==> src/rtl/apb_xbee_rx.sv <==
// apb_xbee_rx: APB3 read-side peripheral for the XBee radio UART.
// Serial bytes are received 8N1, LSB first, and buffered in a byte FIFO.
// Software pops them through the DATA register.
// Optional feature: define RX_TIMEOUT_EN to enable the link_lost radio-silence timer.
module apb_xbee_rx #(
  parameter int unsigned CLK_HZ         = 100000000,
  parameter int unsigned BAUD           = 9600,
  parameter int unsigned FIFO_DEPTH     = 16,
  parameter int unsigned TIMEOUT_CYCLES = 100000000
) (
  input  logic        PCLK,
  input  logic        PRESERN,
  input  logic        PSEL,
  input  logic        PENABLE,
  input  logic        PWRITE,
  input  logic [31:0] PADDR,
  input  logic [31:0] PWDATA,
  output logic [31:0] PRDATA,
  output logic        PREADY,
  output logic        PSLVERR,
  input  logic        XBEE_RX,
  output logic        RX_IRQ,
  output logic        link_lost
);

  localparam int unsigned DIV   = CLK_HZ / BAUD;
  localparam int unsigned HALF  = DIV / 2;
  localparam int unsigned CNT_W = $clog2(DIV);
  localparam int unsigned AW    = $clog2(FIFO_DEPTH);
  localparam int unsigned CW    = AW + 1;

  typedef enum logic [1:0] {StIdle, StStart, StData, StStop} rx_state_e;

  rx_state_e        state_q, state_d;
  logic [1:0]       sync_q;
  logic             rx_s;
  logic [CNT_W-1:0] cnt_q;
  logic [2:0]       idx_q;
  logic [7:0]       shreg_q;
  logic             armed_q;
  logic             half_hit, bit_hit;
  logic             rx_push, rx_ferr;

  logic [7:0]    mem_q [FIFO_DEPTH];
  logic [AW-1:0] wr_ptr_q, rd_ptr_q;
  logic [CW-1:0] count_q;
  logic          empty, full;
  logic          access, pop, w1c, fifo_we, ovf_set;
  logic          ovf_q, ferr_q;
  logic [7:0]    count8;

  assign rx_s     = sync_q[1];
  assign half_hit = (cnt_q == CNT_W'(HALF - 1));
  assign bit_hit  = (cnt_q == CNT_W'(DIV - 1));

  // Two-flop synchronizer; resets to the idle-high line level
  always_ff @(posedge PCLK or negedge PRESERN) begin
    if (!PRESERN) sync_q <= 2'b11;
    else          sync_q <= {sync_q[0], XBEE_RX};
  end

  // RX FSM state register
  always_ff @(posedge PCLK or negedge PRESERN) begin
    if (!PRESERN) state_q <= StIdle;
    else          state_q <= state_d;
  end

  // RX FSM next-state logic
  always_comb begin
    state_d = state_q;
    case (state_q)
      StIdle:  if (armed_q && !rx_s) state_d = StStart;
      StStart: if (half_hit) state_d = rx_s ? StIdle : StData;
      StData:  if (bit_hit && (idx_q == 3'd7)) state_d = StStop;
      StStop:  if (bit_hit) state_d = StIdle;
      default: state_d = StIdle;
    endcase
  end

  // RX FSM outputs: byte complete with good stop bit, or framing error
  always_comb begin
    rx_push = 1'b0;
    rx_ferr = 1'b0;
    if (state_q == StStop && bit_hit) begin
      rx_push = rx_s;
      rx_ferr = !rx_s;
    end
  end

  // Baud counter, bit index, shift register and re-arm flag.
  // armed_q requires a high line in idle so a held break cannot retrigger.
  always_ff @(posedge PCLK or negedge PRESERN) begin
    if (!PRESERN) begin
      cnt_q   <= '0;
      idx_q   <= '0;
      shreg_q <= '0;
      armed_q <= 1'b0;
    end else begin
      armed_q <= (state_q == StIdle) && (armed_q || rx_s);
      case (state_q)
        StStart: begin
          cnt_q <= half_hit ? '0 : cnt_q + 1'b1;
          idx_q <= '0;
        end
        StData: begin
          if (bit_hit) begin
            cnt_q          <= '0;
            shreg_q[idx_q] <= rx_s;
            idx_q          <= idx_q + 1'b1;
          end else begin
            cnt_q <= cnt_q + 1'b1;
          end
        end
        StStop:  cnt_q <= bit_hit ? '0 : cnt_q + 1'b1;
        default: cnt_q <= '0;
      endcase
    end
  end

  assign empty   = (count_q == '0);
  assign full    = (count_q == CW'(FIFO_DEPTH));
  assign access  = PSEL && PENABLE;
  assign pop     = access && !PWRITE && (PADDR[3:2] == 2'd0) && !empty;
  assign w1c     = access && PWRITE && (PADDR[3:2] == 2'd1);
  // A pop frees the slot in the same cycle, so a push into a full FIFO still lands
  assign fifo_we = rx_push && (!full || pop);
  assign ovf_set = rx_push && full && !pop;

  // FIFO storage (no reset needed; count gates visibility)
  always_ff @(posedge PCLK) begin
    if (fifo_we) mem_q[wr_ptr_q] <= shreg_q;
  end

  // FIFO pointers and occupancy
  always_ff @(posedge PCLK or negedge PRESERN) begin
    if (!PRESERN) begin
      wr_ptr_q <= '0;
      rd_ptr_q <= '0;
      count_q  <= '0;
    end else begin
      if (fifo_we) wr_ptr_q <= wr_ptr_q + 1'b1;
      if (pop)     rd_ptr_q <= rd_ptr_q + 1'b1;
      case ({fifo_we, pop})
        2'b10:   count_q <= count_q + 1'b1;
        2'b01:   count_q <= count_q - 1'b1;
        default: count_q <= count_q;
      endcase
    end
  end

  // Sticky error flags; a set in the same cycle as a W1C wins
  always_ff @(posedge PCLK or negedge PRESERN) begin
    if (!PRESERN) begin
      ovf_q  <= 1'b0;
      ferr_q <= 1'b0;
    end else begin
      ovf_q  <= ovf_set || (ovf_q && !(w1c && PWDATA[2]));
      ferr_q <= rx_ferr || (ferr_q && !(w1c && PWDATA[3]));
    end
  end

`ifdef RX_TIMEOUT_EN
  localparam int unsigned TW = $clog2(TIMEOUT_CYCLES + 1);

  logic [TW-1:0] tmo_q;
  logic          lost_q;

  // Silence timer: saturates at TIMEOUT_CYCLES; one more idle cycle flags the loss
  always_ff @(posedge PCLK or negedge PRESERN) begin
    if (!PRESERN) begin
      tmo_q  <= '0;
      lost_q <= 1'b0;
    end else if (rx_push) begin
      tmo_q  <= '0;
      lost_q <= 1'b0;
    end else if (tmo_q == TW'(TIMEOUT_CYCLES)) begin
      lost_q <= 1'b1;
    end else begin
      tmo_q <= tmo_q + 1'b1;
    end
  end

  assign link_lost = lost_q;
`else
  localparam int unsigned unused_timeout = TIMEOUT_CYCLES;
  assign link_lost = 1'b0;
`endif

  assign count8  = 8'(count_q);
  assign RX_IRQ  = !empty;
  assign PREADY  = 1'b1;
  assign PSLVERR = 1'b0;

  // Read mux, decoded from PADDR[3:2] only
  always_comb begin
    PRDATA = '0;
    case (PADDR[3:2])
      2'd0: begin
        if (empty) PRDATA[8] = 1'b1;
        else       PRDATA[7:0] = mem_q[rd_ptr_q];
      end
      2'd1: begin
        PRDATA[0]    = !empty;
        PRDATA[1]    = full;
        PRDATA[2]    = ovf_q;
        PRDATA[3]    = ferr_q;
        PRDATA[4]    = link_lost;
        PRDATA[15:8] = count8;
      end
      default: PRDATA = '0;
    endcase
  end

  logic unused_bits;
  assign unused_bits = ^{PADDR[31:4], PADDR[1:0], PWDATA[31:4], PWDATA[1:0]};

endmodule

==> config.mk <==
export PLATFORM = sky130hd
export DESIGN_NAME = apb_xbee_rx
export DESIGN_NICKNAME = d
export VERILOG_FILES = /design/src/rtl/apb_xbee_rx.sv
export SDC_FILE = /design/constraint.sdc
export NUM_CORES = 1
export LEC_CHECK = 0
export CORE_UTILIZATION = 55
export DETAILED_ROUTE_END_ITERATION = 16
export PLACE_DENSITY_LB_ADDON = 0.15
export SKIP_CTS_REPAIR_TIMING = 1
export SLEW_MARGIN = 20
export SYNTH_ARGS = -nofsm -noshare
export SYNTH_HDL_FRONTEND = slang
export SYNTH_SLANG_ARGS = --single-unit
==> constraint.sdc <==
create_clock -name PCLK -period 4.2 [get_ports PCLK]
set_input_delay 0.42 -clock PCLK [delete_from_list [all_inputs] [get_ports PCLK]]
set_output_delay 0.42 -clock PCLK [all_outputs]
set_load 0.005 [all_outputs]
### Word level (Yosys, flattened, before mapping)

Memory sizes are Yosys's and may differ from the RTL's.
Cells that the tools add are included.

* bits in latches: 0
* bits in read-only memories: 0
* RAM bits: 128
* word-level logic and storage cells: 98
* output and inout bits: 36
* memories kept: 1
* input bits: 70
* register bits after elaboration: 45

* reductions and logical operators: 38
* bitwise logic cells: 0
* add/subtract/negate cells: 6
* div/mod/pow operators: 0
* equal/unequal tests: 15
* mux-type cells: 25
* $lt $le $gt $ge: 2
* $mul: 0
* shifts and indexed selects: 0

Memories
* mem_q: depth 16, bits a word 8, rd ports 1, clocked after memory_dff 0, wr ports 1, line 44 `logic [7:0] mem_q [FIFO_DEPTH];`

Operators with widths (count)
* $mux 14: 2
* $pmux 14 s2: 1
* $pmux 5 s2: 2
* $logic_and 1x1->1: 18
* $add 14x1->14 const B: 1
* $eq 14x13->1 const B: 1
* $eq 14x14->1 const B: 1
* $mux 2: 5
* $ne 2x2->1 const B: 5
* $add 4x1->4 const B: 2
* $bwmux 8: 1
* $mux 8: 1
* $pmux 2 s4: 1
* $logic_not 1->1: 7
* $eq 2x1->1 const B: 3
* $eq 2x2->1 const B: 3
* $mux 1: 6
* $mux 3: 2
* $pmux 3 s2: 1
* $add 5x1->5 const B: 1
* $eq 5x5->1 const B: 1
* $logic_not 5->1: 1
* $sub 5x1->5 const B: 1
* $logic_not 2->1: 2
* other kinds (12): 17

### Depth between registers and ports, before layout

Gate-level depths: netlist of run 1.

* depth after elaboration: 8
* mapped depth: 15
* gate-level depth less buffers: 13

### Worst setup path before layout of run 1

OpenSTA, ideal clock, no wires.

* path type: reg2reg
* start: register cnt_q[4]
* end: register count_q[4]
* setup slack: 1.038 ns
* clock period less this slack: 3.162 ns
* buffers on the path: 2
* cell stages (with the launch flop): 15
* arrival time: 3.039 ns
* setup time: 0.123 ns
* data required time: 4.077 ns
* cells stage by stage: dfrtp_1 -> or4b_4 -> nor4_2 -> and3b_1 -> buf_2 -> inv_1 -> ha_1 -> clkbuf_1 -> xor2_1 -> ha_1 -> nor3b_1 -> a21oi_1 -> o22ai_1 -> nand2_1 -> xnor2_1

* word-level cells in the longest chain between the ends: 6
* elaborated cells on any way between the ends: 8
* those cells by class: 3 x eq/ne; 2 x mux; 3 x reduce/logical

RTL lines
* start, declared: line 37 `logic [CNT_W-1:0] cnt_q;`
* start signal, assigned: line 102 `cnt_q <= half_hit ? '0 : cnt_q + 1'b1;`
* start signal, assigned: line 111 `cnt_q <= cnt_q + 1'b1;`
* start signal, assigned: line 114 `StStop: cnt_q <= bit_hit ? '0 : cnt_q + 1'b1;`
* $eq 14x14->1 (*): line 54 `assign bit_hit = (cnt_q == CNT_W'(DIV - 1));`
* $logic_and 1x1->1 (*): line 84 `if (state_q == StStop && bit_hit) begin`
* $mux 1 (*): line 84
* $logic_and 1x1->1 (*): line 126 `assign fifo_we = rx_push && (!full || pop);`
* $eq 2x1->1 / $eq 2x2->1 (equally long branches): line 143 `case ({fifo_we, pop})`
* $pmux 5 s2 / $reduce_bool 2->1 (equally long branches)
* end signal, assigned: line 144 `2'b10: count_q <= count_q + 1'b1;`
* end signal, assigned: line 145 `2'b01: count_q <= count_q - 1'b1;`
* end signal, assigned: line 146 `default: count_q <= count_q;`
* end, declared: line 46 `logic [CW-1:0] count_q;`

Mark *: on every way between the ends. The rest lies on a longest branch, timed or not.
A chain may end at the register's enable or synchronous reset.

### Worst setup path after layout of run 1

* start: register rd_ptr_q[2]
* end: output port PRDATA[1]

* word-level cells in the longest chain between the ends: 3

RTL lines
* start, declared: line 45 `logic [AW-1:0] wr_ptr_q, rd_ptr_q;`
* start signal, assigned: line 142 `if (pop) rd_ptr_q <= rd_ptr_q + 1'b1;`
* $mem_v2 16x8
* $mux 8: line 199 `if (empty) PRDATA[8] = 1'b1;`
* $pmux 5 s2: line 197 `case (PADDR[3:2])`
* end, declared: line 18 `output logic [31:0] PRDATA,`

Every way passes these cells.

==> metrics.md, run 1 <==
| Metric | Value |
|---|---|
| Filler cells | `965` |
| Pint | `2720 uW` |
| Achievable Freq | `0.278 GHz` |
| Die W | `120 um` |
| Seq pwr share | `54.4%` |
| Startpoint types | `register` |
| Die Height | `120 um` |
| Root buf cell | `clkbuf_16` |
| CP dominant cell by count | `nand3_1` |
| Area grow syn2layout | `11.3%` |
| Setup CP Type | `register to output pin` |
| Tcrit/Tclk final | `85.5%` |
| N_diodes | `0` |
| Worst-path clk slew | `0.07 ns` |
| Async S/R FF share, synth | `26.0%` |
| Cells after Synth | `494` |
| VDD IR max | `285 uV` |
| Leakage | `0.00341 uW` |
| Area leader, netlist | `edfxtp_1` |
| Slowest CP cell | `dfrtp_1` |
| Minimum clock period | `3.59 ns` |
| Final Non-Filler Cells | `707` |
| Pwr dens | `407 mW/mm^2` |
| Sum Neg Setup Slack | `0 ns` |
| Failing checks | `hold timing` |
| WHS | `-0.0157 ns` |
| DR vias/cell | `5.82` |
| Crit path buffers/inverters | `2` |
| EDFF count, synth | `128` |
| Worst path max stage delay | `0.89 ns` |
| Total CTS buffers | `17` |
| CTS H-Tree Depth | `4` |
| Worst relative slew slack | `44.4%` |
| Max-Cap Viols | `0` |
| Pins Over Slew Limit | `0` |
| Sequential fraction of the synthesis area | `65.1%` |
| Most common cell in the netlist | `edfxtp_1` |
| Share of cells above drive strength 1 | `16.8%` |
| Switching share of power | `21.4%` |
| First-pass GRT wire length | `22.2 mm` |
| Wirelength, routed | `14.0 mm` |
| Placed Cells | `675` |
| Required @ worst endpoint | `3.78 ns` |
| Vias in the first global route | `4030` |
| DIE AREA | `0.0144 mm^2` |
| Ys flop type | `edfxtp_1` |
| Avg Cell Area, Syn | `15.5 um^2` |
| Synth warnings | `0` |
| Gr ovfl total | `0` |
| Fin. Hold Viols | `5` |
| Share of Yosys cell area claimed by the top area cell type | `50.3%` |
| FP Rows | `42` |
| Clk_lat worst skew | `0.42 ns` |
| CP arrival | `3.17 ns` |
| Logic gate share of total power | `3.1%` |
| IO Count | `106` |
| Yosys reg bits | `173` |
| Worst Hold Class | `input port to asynchronous set/reset pin` |
| WL/cell | `19.8 um` |
| Worst-margin pin slew | `0.834 ns` |
| DRC viols | `0` |
| Pre-CTS WS | `0.749 ns` |
| Max Root-Sink Buffers | `2` |
| Unique cell type count in the Yosys netlist | `57` |
| Worst-path maximum fanout | `18` |
| RSZ-0062 raised after global routing | `false` |
| Delay-heaviest family, CP | `flip-flops` |
| Port-buffer cells | `23` |
| Worst setup EP type | `output pin` |
| Largest net degree at the start of global routing | `46` |
| P_sw | `739 uW` |
| CTS tree | `done` |
| Syn Std Cell Area | `0.00764 mm^2` |
| Initial antenna violation count | `0` |
| Clk pwr share | `42.4%` |
| Via count | `4113` |
| Clk sinks | `173` |
| Clk_skew | `0.00877 ns` |
| Dpl hpwl | `9.20 mm` |
| GRT Total Usage | `21.3%` |
| Post-DRT Antenna Nets | `0` |
| Pre-Repair DR Iteration Count | `5` |
| Top cells by area, synth | `edfxtp_1 (50%), dfrtp_1 (14%), mux4_2 (9.1%)` |
| Status | `complete, but fails checks` |
| Final worst slack | `0.607 ns` |
| Final Wtd Congestion | `0.813` |
| Final Net Count | `599` |
| Post-synth top cells | `edfxtp_1 (128), dfrtp_1 (43), mux4_2 (31)` |
| Drt initial violations | `349` |
| Initial Util | `57.0%` |
| Worst-path cell chain | `buf_4 -> mux2_2 -> nand3_1 -> nand3_1 -> nor4_1 -> o2bb2ai_1 -> clkdlybuf4s50_1` |
| Total core area | `0.0134 mm^2` |
| Final setup vio count | `0` |
-- worst reg2reg max path: stages (launching register included) --
cell and delay [ns]:
dfrtp_1 0.43, or4b_4 0.58, nor4_2 0.47, and3b_1 0.22, buf_4 0.23, inv_1 0.09, ha_1 0.29, xor2_1 0.18
ha_1 0.24, nor2b_1 0.21, a21oi_1 0.09, o22ai_1 0.13, nand2_1 0.09, xnor2_1 0.13
-- registers in the layout (all words and copies together), names as in the netlist, 2 cells and up, named ones only --
signal	flops
rd_ptr_q	4
count_q	5
mem_q	128
shreg_q	8
idx_q	3
cnt_q	14
sync_q	2
wr_ptr_q	4
-- cell usage in the layout (no fill, tap or decap), drive strengths merged, types with 8 or more instances in the layout --
master / Yosys / layout
a211oi: 8 / 8
and3: 19 / 19
buf: 34 / 8
clkbuf: 11 / 18
clkdlybuf4s50: 0 / 22
conb: 2 / 22
dfrtp: 43 / 43
edfxtp: 128 / 128
ha: 11 / 11
inv: 13 / 15
mux2: 12 / 12
mux2i: 8 / 8
mux4: 31 / 31
nand2: 19 / 19
nand3: 8 / 8
nand4: 11 / 11
nor2: 23 / 23
nor2b: 9 / 9
nor4: 11 / 11
o21ai: 8 / 8
xnor2: 11 / 11
xor2: 13 / 13
-- layer usage --
layer  track usage (%)  routed length [um]
met1              29.4                6170
met3              4.37                 534
met2              33.9                7040
met5                 0                   0
met4              7.73                 257
-- per-stage QoR --
stage | util [%] | total power (uW) | cell area, um^2
4_1_cts | 63.5 | 3490 | 8500
2_1_floorplan | - | 2010 | 7710
5_1_grt | 63.5 | 3580 | 8510
6_report | 63.5 | 3460 | 8510
3_3_place_gp | 59.3 | 2020 | 7940
3_5_place_dp | 59.3 | 2030 | 7940
-- kinds of logic (layout without fill, tap and decap cells) --
family / count (synthesis) / after routing / share of synthesized area (%)
adder cells (fa/ha/maj): 11 / 11 / 1.80
multiplexers: 51 / 51 / 12.0
AO/OA/AOI/OAI: 40 / 40 / 3.52
buffers and inverters: 58 / 75 / 4.16
flip-flops: 173 / 173 / 65.1
other: 2 / 22 / 0.0983
AND/OR/NAND/NOR: 135 / 135 / 10.6
XOR/XNOR: 24 / 24 / 2.75
-- power groups by stage --
stage	registers (uW)	logic, uW	clock network [uW]
detailed placement	1920	109	0
finish	1880	108	1470
CTS	1880	110	1490
floorplan	1900	103	0
global placement	1920	106	0
global route	1890	129	1560
-- final timing paths --
path | cells after the start | slack [ns] | end | startpoint
max | 7 | 0.61 | PRDATA[1] | rd_ptr_q[2]
min | 1 | -0.02 | count_q[3] | PRESERN
max reg2reg | 13 | 0.71 | count_q[4] | cnt_q[4]
min reg2reg | 0 | 0.36 | sync_q[1] | sync_q[0]
max in group asynchronous | 1 | 3.79 | ferr_q | PRESERN
min in group PCLK | 0 | 0.36 | sync_q[1] | sync_q[0]
-- final cells by class --
class / count / area (um^2) / area share [%]
Sequential cell: 173 / 4970 / 58.5
Multi-Input combinational cell: 283 / 2420 / 28.5
Clock buffer: 18 / 439 / 5.16
Timing Repair Buffer: 30 / 280 / 3.30
Tap cell: 176 / 220 / 2.59
Clock inverter: 14 / 120 / 1.41
Inverter: 13 / 48.8 / 0.574
Power figures use the tool's default switching activity.
==> inputs of run 2 (changes only) <==
- REMOVE_ABC_BUFFERS: not set -> 1
==> metrics.md, run 2 (synthesized netlist as in run 1, its figures left out) <==
| Metric | Value |
|---|---|
| Total CTS buffers | `17 (unchanged)` |
| Area grow syn2layout | `11.0%` |
| Setup CP Type | `register to register` |
| Most flop-heavy register | `mem_q` |
| Initial Util | `57.0% (unchanged)` |
| Final Net Count | `601 (+0.33%)` |
| R2r setup slk | `0.71 ns (about the same)` |
| DR vias/cell | `5.87 (+0.95%)` |
| Worst Hold Class | `input port to asynchronous set/reset pin` |
| Logic gate share of total power | `3.2% (about the same)` |
| Worst Reg-to-Reg Cells | `13 (unchanged)` |
| Gr ovfl total | `0 (unchanged)` |
| Minimum clock period | `3.49 ns (-0.107 ns)` |
| CP Capture Point | `count_q[4]` |
| CTS H-Tree Depth | `4 (unchanged)` |
| Worst relative slew slack | `48.4% (+4.0 points)` |
| Startpoint types | `register` |
| Final setup vio count | `0 (unchanged)` |
| Port-buffer cells | `23 (unchanged)` |
| Worst-margin pin slew | `0.774 ns (-0.0600 ns)` |
| Worst setup EP type | `register` |
| WHS | `-0.0158 ns (-0.000109 ns)` |
| Status | `complete, but fails checks` |
| Root buf cell | `clkbuf_16` |
| Total core area | `0.0134 mm^2 (unchanged)` |
| Largest regs | `mem_q (128), cnt_q (14), shreg_q (8)` |
| Max Root-Sink Buffers | `2 (unchanged)` |
| Failing checks | `hold timing` |
| DIE AREA | `0.0144 mm^2 (unchanged)` |
| Post-DRT Antenna Nets | `0 (unchanged)` |
| Fin. Hold Viols | `15 (+10)` |
| Share of cells above drive strength 1 | `15.4% (-1.3 points)` |
| Drt initial violations | `359 (+2.9%)` |
| Clk_skew | `0.0107 ns (+0.00194 ns)` |
| Leading cell type in the layout, fill and taps excluded | `edfxtp_1` |
| CTS tree | `done` |
| GRT Total Usage | `21.9% (+0.53 points)` |
| P_sw | `698 uW (-5.5%)` |
| Tcrit/Tclk final | `83.0% (-2.5 points)` |
| Switching share of power | `20.6% (-0.76 points)` |
| Leakage | `0.00340 uW (-0.31%)` |
| Worst-path maximum fanout | `22 (+4)` |
| Vias in the first global route | `4097 (+1.7%)` |
| Pwr dens | `400 mW/mm^2 (-1.7%)` |
| Critical Path Start | `cnt_q[4]` |
| Pins Over Slew Limit | `0 (unchanged)` |
| Final Wtd Congestion | `0.795 (-2.3%)` |
| Required @ worst endpoint | `4.51 ns (+0.73 ns)` |
| Seq pwr share | `55.7% (+1.3 points)` |
| Clk sinks | `173 (unchanged)` |
| Clk pwr share | `41.1% (-1.3 points)` |
| Dpl hpwl | `8.96 mm (-2.7%)` |
| Achievable Freq | `0.287 GHz (+3.1%)` |
| DRC viols | `0 (unchanged)` |
| IO Count | `106 (unchanged)` |
| Max reg flops | `128 (unchanged)` |
| Die W | `120 um (unchanged)` |
| N_diodes | `0 (unchanged)` |
| CP arrival | `3.80 ns (+0.63 ns)` |
| Worst-path clk slew | `0.06 ns (about the same)` |
| Via count | `4158 (+1.1%)` |
| R2R Path End | `count_q[4]` |
| FP Rows | `42 (unchanged)` |
| VDD IR max | `305 uV (+7.1%)` |
| Largest net degree at the start of global routing | `46 (unchanged)` |
| RSZ-0062 raised after global routing | `false` |
| First-pass GRT wire length | `22.8 mm (+2.5%)` |
| Worst R2R Start | `cnt_q[4]` |
| WL/cell | `19.8 um (+0.16%)` |
| Pint | `2690 uW (-1.1%)` |
| Die Height | `120 um (unchanged)` |
| Commonest non-fill, non-tap cells in the layout | `edfxtp_1 (128), dfrtp_1 (43), mux4_2 (31), nor2_1 (23)` |
| Pre-Repair DR Iteration Count | `5 (unchanged)` |
| Initial antenna violation count | `0 (unchanged)` |
| Max-Cap Viols | `0 (unchanged)` |
| Sum Neg Setup Slack | `0 ns (unchanged)` |
| Wirelength, routed | `14.0 mm (+0.30%)` |
| Clk_lat worst skew | `0.43 ns (about the same)` |
-- run 2: area by class of cell --
type | instances | area (um^2)
inverters | 13 | 48.8
flip-flops and latches | 173 | 4970
clock buffers | 21 | 440
well taps | 176 | 220
clock inverters | 10 | 75.1
repair buffers | 32 | 295
multi-input cells | 283 | 2420
fillers | 954 | 4920
-- run 2: power groups by stage --
stage	clock [uW]	sequential, uW	combinational (uW)
finish	1390	1890	110
global route	1490	1890	132
CTS	1410	1890	110
detailed placement	0	1920	110
global placement	0	1920	107
floorplan	0	1910	74.7
-- run 2: worst min-delay path by stage --
stage	startpoint	end	slack [ns]	cells past startpoint
2_1_floorplan	PRESERN	asynchronous set/reset pin	0.12	0
3_3_place_gp	sync_q[0]	sync_q[1]	0.35	0
3_5_place_dp	sync_q[0]	sync_q[1]	0.35	0
4_1_cts	PRESERN	count_q[0]	0.21	1
5_1_grt	PRESERN	count_q[0]	0.03	1
6_report	PRESERN	rd_ptr_q[3]	-0.02	1
-- run 2: metal layers --
layer / vias to the layer above / GRT usage [%] / part of all wire [%]
met3: 14 / 4.85 / 4.5
met5: - / 0 / 0
met2: 122 / 33.9 / 48
li1: 1897 / - / -
met4: 0 / 7.50 / 1.6
met1: 2125 / 30.9 / 46
-- run 2: critical path, stage by stage (launching register included) --
cell and delay, ns:
dfrtp_1 0.43, or4b_4 0.58, nor4_2 0.48, and3b_1 0.22, buf_4 0.23, inv_1 0.09, ha_1 0.28, xor2_1 0.17
ha_1 0.22, nor2b_1 0.21, a21oi_1 0.10, o22ai_1 0.13, nand2_1 0.09, xnor2_1 0.13
-- run 2: through the flow --
stage / area [um^2] / setup slack, ns / power, uW / utilization (%) / std cells
2_1_floorplan: 7450 / 1.02 / 1980 / - / 469
3_3_place_gp: 7960 / 0.821 / 2020 / 59.4 / 677
3_5_place_dp: 7960 / 0.751 / 2030 / 59.4 / 677
4_1_cts: 8470 / 0.665 / 3410 / 63.2 / 708
5_1_grt: 8480 / 0.485 / 3510 / 63.3 / 708
6_report: 8480 / 0.714 / 3390 / 63.3 / 708
